==> config.mk <==
export PLATFORM = sky130hd
export DESIGN_NAME = pri_enc_drain
export DESIGN_NICKNAME = d
export VERILOG_FILES = /design/src/rtl/pri_enc_pkg.sv /design/src/rtl/pri_enc_ffs.sv /design/src/rtl/pri_enc_drain.sv
export SDC_FILE = /design/constraint.sdc
export NUM_CORES = 1
export LEC_CHECK = 0
export CAP_MARGIN = 20
export CORE_ASPECT_RATIO = 1.25
export CORE_UTILIZATION = 40
export CTS_BUF_LIST = sky130_fd_sc_hd__clkbuf_16
export DETAILED_ROUTE_END_ITERATION = 10
export GPL_TIMING_DRIVEN = 1
export SETUP_SLACK_MARGIN = 0.5
export SYNTH_ARGS = -nofsm -noshare
export SYNTH_HDL_FRONTEND = slang
export SYNTH_SLANG_ARGS = --single-unit
==> constraint.sdc <==
create_clock -name clk_i -period 3.7 [get_ports clk_i]
set_clock_uncertainty 0.15 [all_clocks]
set_input_delay 0.74 -clock clk_i [delete_from_list [all_inputs] [get_ports clk_i]]
set_output_delay 0.74 -clock clk_i [all_outputs]
set_load 0.01 [all_outputs]
==> src/rtl/pri_enc_pkg.sv <==
// Shared types and helpers for the sequential priority encoder (pri_enc_drain).
// Round-robin priority is enabled by defining PRI_ENC_RR_EN.
package pri_enc_pkg;

    localparam int MAX_N = 256;

    typedef enum logic {
        IDLE,
        DRAIN
    } state_e;

    // Index width that stays at least one bit wide for degenerate sizes.
    function automatic int idx_width(input int n);
        return (n < 2) ? 1 : $clog2(n);
    endfunction

    function automatic int unsigned popcount(input logic [MAX_N-1:0] v);
        int unsigned c;
        c = 0;
        for (int i = 0; i < MAX_N; i++) begin
            c = c + {31'b0, v[i]};
        end
        return c;
    endfunction

endpackage

==> src/rtl/pri_enc_ffs.sv <==
// Combinational find-first-set over an N-bit vector, scanning upward from start_i
// and wrapping N-1 -> 0.
module pri_enc_ffs
    import pri_enc_pkg::*;
#(
    parameter int N = 8,
    localparam int W = idx_width(N)
) (
    input  logic [N-1:0] vec_i,
    input  logic [W-1:0] start_i,
    output logic [W-1:0] idx_o,
    output logic         found_o
);

    // Walk from lowest to highest priority so the last hit is the winner.
    always_comb begin
        int pos;
        idx_o   = '0;
        found_o = 1'b0;
        pos     = 0;
        for (int i = N - 1; i >= 0; i--) begin
            pos = int'(start_i) + i;
            if (pos >= N) begin
                pos = pos - N;
            end
            if (vec_i[pos]) begin
                idx_o   = W'(pos);
                found_o = 1'b1;
            end
        end
    end

endmodule

==> src/rtl/pri_enc_drain.sv <==
// Sequential priority encoder: captures a request vector and hands out one set
// index per handshake. Define PRI_ENC_RR_EN for round-robin instead of LSB-first.
module pri_enc_drain
    import pri_enc_pkg::*;
#(
    parameter int N = 8,
    localparam int W = idx_width(N)
) (
    input  logic         clk_i,
    input  logic         rst_i,
    input  logic         en_i,
    input  logic [N-1:0] a_i,
    input  logic         a_valid_i,
    output logic         a_ready_o,
    output logic [W-1:0] y_o,
    output logic         y_valid_o,
    input  logic         y_ready_i,
    output logic [W:0]   cnt_o,
    output logic         none_o
);

    state_e       state_q, state_d;
    logic [N-1:0] pend_q, pend_d;
    logic [W:0]   cnt_q, cnt_d;
    logic         none_q, none_d;
    logic [W-1:0] scanStart;
    logic [W-1:0] ffsIdx;
    logic         ffsFound;
    logic         pop;

`ifdef PRI_ENC_RR_EN
    logic [W-1:0] ptr_q, ptr_d;

    assign scanStart = ptr_q;

    // The pointer survives across vectors so service rotates fairly.
    always_comb begin
        ptr_d = ptr_q;
        if (pop) begin
            ptr_d = (ffsIdx == W'(N - 1)) ? '0 : ffsIdx + W'(1);
        end
    end

    always_ff @(posedge clk_i) begin
        if (rst_i) begin
            ptr_q <= '0;
        end else begin
            ptr_q <= ptr_d;
        end
    end
`else
    assign scanStart = '0;
`endif

    pri_enc_ffs #(.N(N)) u_ffs (
        .vec_i   (pend_q),
        .start_i (scanStart),
        .idx_o   (ffsIdx),
        .found_o (ffsFound)
    );

    assign y_o    = ffsIdx;
    assign cnt_o  = cnt_q;
    assign none_o = none_q;

    always_comb begin
        state_d   = state_q;
        pend_d    = pend_q;
        cnt_d     = cnt_q;
        none_d    = 1'b0;
        a_ready_o = 1'b0;
        y_valid_o = 1'b0;
        pop       = 1'b0;
        case (state_q)
            IDLE: begin
                a_ready_o = en_i;
                if (en_i && a_valid_i) begin
                    if (a_i != '0) begin
                        pend_d  = a_i;
                        cnt_d   = (W + 1)'(popcount(MAX_N'(a_i)));
                        state_d = DRAIN;
                    end else begin
                        none_d = 1'b1;
                    end
                end
            end
            DRAIN: begin
                y_valid_o = en_i && ffsFound;
                if (y_valid_o && y_ready_i) begin
                    pop            = 1'b1;
                    pend_d[ffsIdx] = 1'b0;
                    cnt_d          = cnt_q - (W + 1)'(1);
                    if (cnt_q == (W + 1)'(1)) begin
                        state_d = IDLE;
                    end
                end
            end
            default: state_d = IDLE;
        endcase
    end

    always_ff @(posedge clk_i) begin
        if (rst_i) begin
            state_q <= IDLE;
            pend_q  <= '0;
            cnt_q   <= '0;
            none_q  <= 1'b0;
        end else begin
            state_q <= state_d;
            pend_q  <= pend_d;
            cnt_q   <= cnt_d;
            none_q  <= none_d;
        end
    end

endmodule

* After elaboration in Yosys (flattened, before gate mapping) *
Cells that the tools add are included.

word-level totals
  output and inout port bits = 10
  flip-flop bits (word level) = 14

operators by class
  magnitude comparators = 2
  add/sub/neg operators = 8
  eq/ne operators = 4
  multiplexer cells = 34
  reductions and logical operators = 7
  bitwise logic cells = 4

operators with widths
  operator                                                                             number
  3-bit two-way mux                                                                    8
  8-bit two-way mux                                                                    3
  4-bit by 1-bit adder with 4-bit output                                               4
  1-bit two-way mux                                                                    16
  8-bit one-hot mux with 2 select lines                                                1
  4-bit two-way mux                                                                    3
  8-bit AND                                                                            1
  8-bit NOT                                                                            1
  4-bit one-hot mux with 2 select lines                                                1
  8-bit nonzero test                                                                   1
  3-bit by 1-bit adder with 4-bit output                                               1
  4-bit by 1-bit equality test with 1-bit output, second input constant                1
  1-bit logical AND                                                                    4
  3-bit by 4-bit less-than comparator with 1-bit output, second input constant         1
  2-bit inequality test, second input constant                                         2
  4-bit by 1-bit subtractor with 4-bit output, second input constant                   1
  2-bit by 1-bit adder with 3-bit output                                               1
  1-bit demux with 3-bit select                                                        1
  3-bit by 1-bit greater-or-equal comparator with 1-bit output, second input constant  1
  3-bit AND reduction                                                                  1
  3-bit OR reduction                                                                   1
  1-bit by 1-bit adder with 2-bit output                                               1
  2-bit by 1-bit inequality test with 1-bit output, second input constant              1
  1-bit NOT                                                                            2
  1-bit one-hot mux with 2 select lines                                                1

* Depth between registers and ports, before layout *
  word-level depth = 16
  gate-level depth with buffers = 11
  gate-level depth less buffers = 11

* By module *
From an unflattened synthesis, not the netlist that was laid out.

second synthesis, totals
  cells, all modules = 202
  area, all modules = 1,691.6 um2

by module, submodules not included
  module         area each (um2)  cells an instance  times used
  pri_enc_drain  1,011.0          122                1
  pri_enc_ffs    680.7            80                 1

* Worst setup path after synthesis *
Ideal clock, no wire load.

  kind = input to register
  start point = input port a_i[0]
  end point = register cnt_q[2] (netlist: cnt_o[2])
  arrival = 3.206 ns
  setup time = 0.086 ns
  data required time = 3.464 ns
  buffers on the path = 0
  stages = 11
  setup slack = 0.258 ns
  cells stage by stage = fa_1 inv_1 fa_1 fa_1 inv_1 ha_1 inv_1 fa_1 xnor2_1 o21ai_0 a221oi_2

between the ends
  cells in the longest elaborated chain, start to end = 10

RTL lines
  element                                              line                  source
  start: declaration                                   pri_enc_drain.sv:12   input logic [N-1:0] a_i,
  1-bit by 1-bit adder with 2-bit output               pri_enc_pkg.sv:21     c = c + {31'b0, v[i]};
  2-bit by 1-bit adder with 3-bit output               pri_enc_pkg.sv:21
  3-bit by 1-bit adder with 4-bit output               pri_enc_pkg.sv:21
  4-bit by 1-bit adder with 4-bit output (4 in a row)  pri_enc_pkg.sv:21
  4-bit two-way mux                                    pri_enc_drain.sv:78   if (a_i != '0) begin
  4-bit two-way mux                                    pri_enc_drain.sv:77   if (en_i && a_valid_i) begin
  4-bit one-hot mux with 2 select lines                pri_enc_drain.sv:74   case (state_q)
  end signal: assignment                               pri_enc_drain.sv:111  cnt_q <= cnt_d;
  end: declaration                                     pri_enc_drain.sv:24   logic [W:0] cnt_q, cnt_d;

Several ways; a longest one is shown, not always the timed one. The select of a mux whose other input is x is not followed.
A chain may end at the register's enable or synchronous reset.

* Final worst setup path *
  start point = input port a_i[0]
  end point = register cnt_q[1] (netlist: cnt_o[1])

Same word-level chain as after synthesis.

==> flow_summary.ini <==
[status]
status = finished clean

[grt]
grt_overflow = 0
grt_pass1_wl_mm = 4.45
grt.total_usage_pct = 19.9
grt_max_degree = 18
grt_pass1_vias = 980
antenna_found_initial = 0

[logic_synthesis]
syn_area_mm2 = 0.00110
synth_most_common_cell = inv_1
synthFlopType = dfxtp_1
synth-edff-count = 0
async_reset_ff_share_pct = 0
synth_seq_cells = 14
synthTopCellsByCount = 18 x inv_1, 14 x dfxtp_1, 9 x nand2_1, 9 x nand3_1, 9 x nor2_1
syn_avg_cell_area_um2 = 8.56
synthTopCellsByArea = dfxtp_1 25%, fa_1 7.2%, ha_1 6.8%, inv_1 6.1%, nand3_1 4.1%
ys_types = 43
synthesis.nets = 152
yosysSeqAreaShare_pct = 25.4
yosysWarnings = 0
yosysTopAreaCellShare_pct = 25.4
synth.largest_area_cell = dfxtp_1
syn_inst = 129

[clock_tree]
clockRootBuffer = clkbuf_16
clkLatencyLatePin_ns = 0.25
cts_sinks = 14
cts.clk_slew.worst_paths_ns = 0.05
cts-buffers-inserted = 3
cts_tree = built
htreeDepth = 1
ctsLongestPathBuffers = 2

[timing]
fin_ws_ns = 0.325
maxSlewViolCount = 0
finalHoldViolations = 0
period_minus_slack_ns = 3.38
setup_viol = 0
fmax_ghz = 0.296
rsz0062_at_grt = true
timing.final.crit_share_pct = 91.2
slew_headroom_pct = 58.8
worstMarginPinSlew_ns = 0.618

[detailed_routing]
firstDrtPassIters = 4
via_count = 1006
wirelength_mm = 2.63
wl_per_cell_um = 14.3
drtIter0Drc = 20
drc = 0
avgViaCountPerCell = 5.47
ant_nets = 0

[setup_path]
path_cells = buf_6 > fa_1 > inv_1 > fa_1 > fa_1 > inv_1 > ha_2 > inv_2 > fa_2 > mux2i_1 > o21ai_1 > a21oi_1
crit_top_cell = fa_1
max_stage_delay_ns = 0.53
crit_fanout = 2
start_kind = input port
endpoint_kind = register
critPathKind = input port to register
critical_path_arrival_ns = 3.33
slowest_stage = fa_1
cp.required_ns = 3.65

[power_and_ir_drop]
p_leak_nw = 0.567
power_density_mw_per_mm2 = 399
ir_drop_mv = 0.208

[die]
rows = 20
core-area_mm2 = 0.00253
num_io_pins = 23
dieArea_mm2 = 0.00298
die_w_um = 49.0
start_util_pct = 43.7
die_h_um = 60.8

[worst_hold_path]
hold_class = register to register

[placement]
dp_cells = 180
gp_congestion = 0.766
port_buffers = 22
post-dp-hpwl_mm = 2.05
place_ws_ns = -0.359
placed_area_mm2 = 0.00134

[layout]
nFillCells = 239
nNetsFinal = 175
num_antenna_cells = 0
drive_gt1_share_pct = 15.2
final_cells = 184
fin_util_pct = 56.6
syn2layout_area_growth_pct = 29.6
fin_area_mm2 = 0.00143

[job]
drv_cap = 0
[cell families (layout without fill, tap and decap cells)]
family                   after synthesis  after routing  synth area share [%]
adder cells (fa/ha/maj)               10             10                  14.0
buffers and inverters                 24             46                  9.63
multiplexers                           1              1                 0.906
flip-flops                            14             14                  25.4
AO/OA/AOI/OAI                         38             38                  25.3
XOR/XNOR                               2              2                  1.59
AND/OR/NAND/NOR                       40             40                  23.2
[stage by stage]
stage | hold slack [ns] | setup TNS, ns | total power [mW]
6_report | 0.358 | 0 | 0.572
5_1_grt | 0.391 | 0 | 0.607
4_1_cts | 0.364 | 0 | 0.570
3_5_place_dp | 0.355 | -0.746 | 0.357
3_3_place_gp | 0.345 | -0.647 | 0.354
2_1_floorplan | 0.357 | 0 | 0.293
[worst max-delay path, delay by kind of cell]
| kind | cells | cell delay, ns |
|---|---|---|
| adder cells (fa/ha/maj) | 5 | 2.10 |
| AO/OA/AOI/OAI | 2 | 0.18 |
| buffers and inverters | 4 | 0.26 |
| multiplexers | 1 | 0.06 |
[layer usage]
metal	share of wire (%)	track usage, %	up-vias	routed length [µm]
met5	0	0	-	0
met4	2.2	11.8	0	57
met3	4.3	1.75	5	112
met2	50	34.9	37	1320
met1	43	24.2	461	1140
li1	-	-	503	-
[area by class of cell]
cell class	count	area, µm²	area share, %
clock inverters	1	3.75	0.262
well taps	33	41.3	2.88
clock buffers	3	75.1	5.24
inverters	18	67.6	4.72
flip-flops and latches	14	280	19.6
repair buffers	24	233	16.3
multi-input cells	91	731	51.0
[what timing repair did]
item / 4_1_cts / 5_1_grt
pin swaps: 7 / 7
gates resized for setup: 17 / 2
hold buffers: 0 / 0
setup endpoints to repair: 4 / 3
buffers inserted: 0 / 0
[registers in the layout, summed over array words and instances (netlist names)]
name,flops
none_o,1
state_q,1
cnt_o,4
pend_q,8
[power by group]
group | switching [mW] | total (mW) | internal, mW
clock | 0.0683 | 0.212 | 0.143
combinational | 0.0867 | 0.180 | 0.0930
sequential | 0.0186 | 0.180 | 0.162
total | 0.174 | 0.572 | 0.398
[path summary, 6_finish.rpt]
| check | slack (ns) | cells after the start | start | end |
|---|---|---|---|---|
| min reg2reg | 0.36 | 2 | cnt_o[1]$_SDFFE_PP0P_ | cnt_o[1]$_SDFFE_PP0P_ |
| max reg2reg | 1.73 | 4 | state_q$_SDFF_PP0_ | cnt_o[2]$_SDFFE_PP0P_ |
| max | 0.32 | 12 | a_i[0] | cnt_o[1]$_SDFFE_PP0P_ |
| min | 0.36 | 2 | cnt_o[1]$_SDFFE_PP0P_ | cnt_o[1]$_SDFFE_PP0P_ |
[placed cells by master, fill, tap and decap left out, drive strengths merged, types with 4 or more instances in the layout]
cell type,n
fa,4
buf,5
nand3,9
clkdlybuf4s50,19
nor3,4
o211ai,4
nor2,9
ha,6
inv,18
dfxtp,14
a31oi,4
nand2,10
a21oi,9
(Power assumes the default switching activity.)
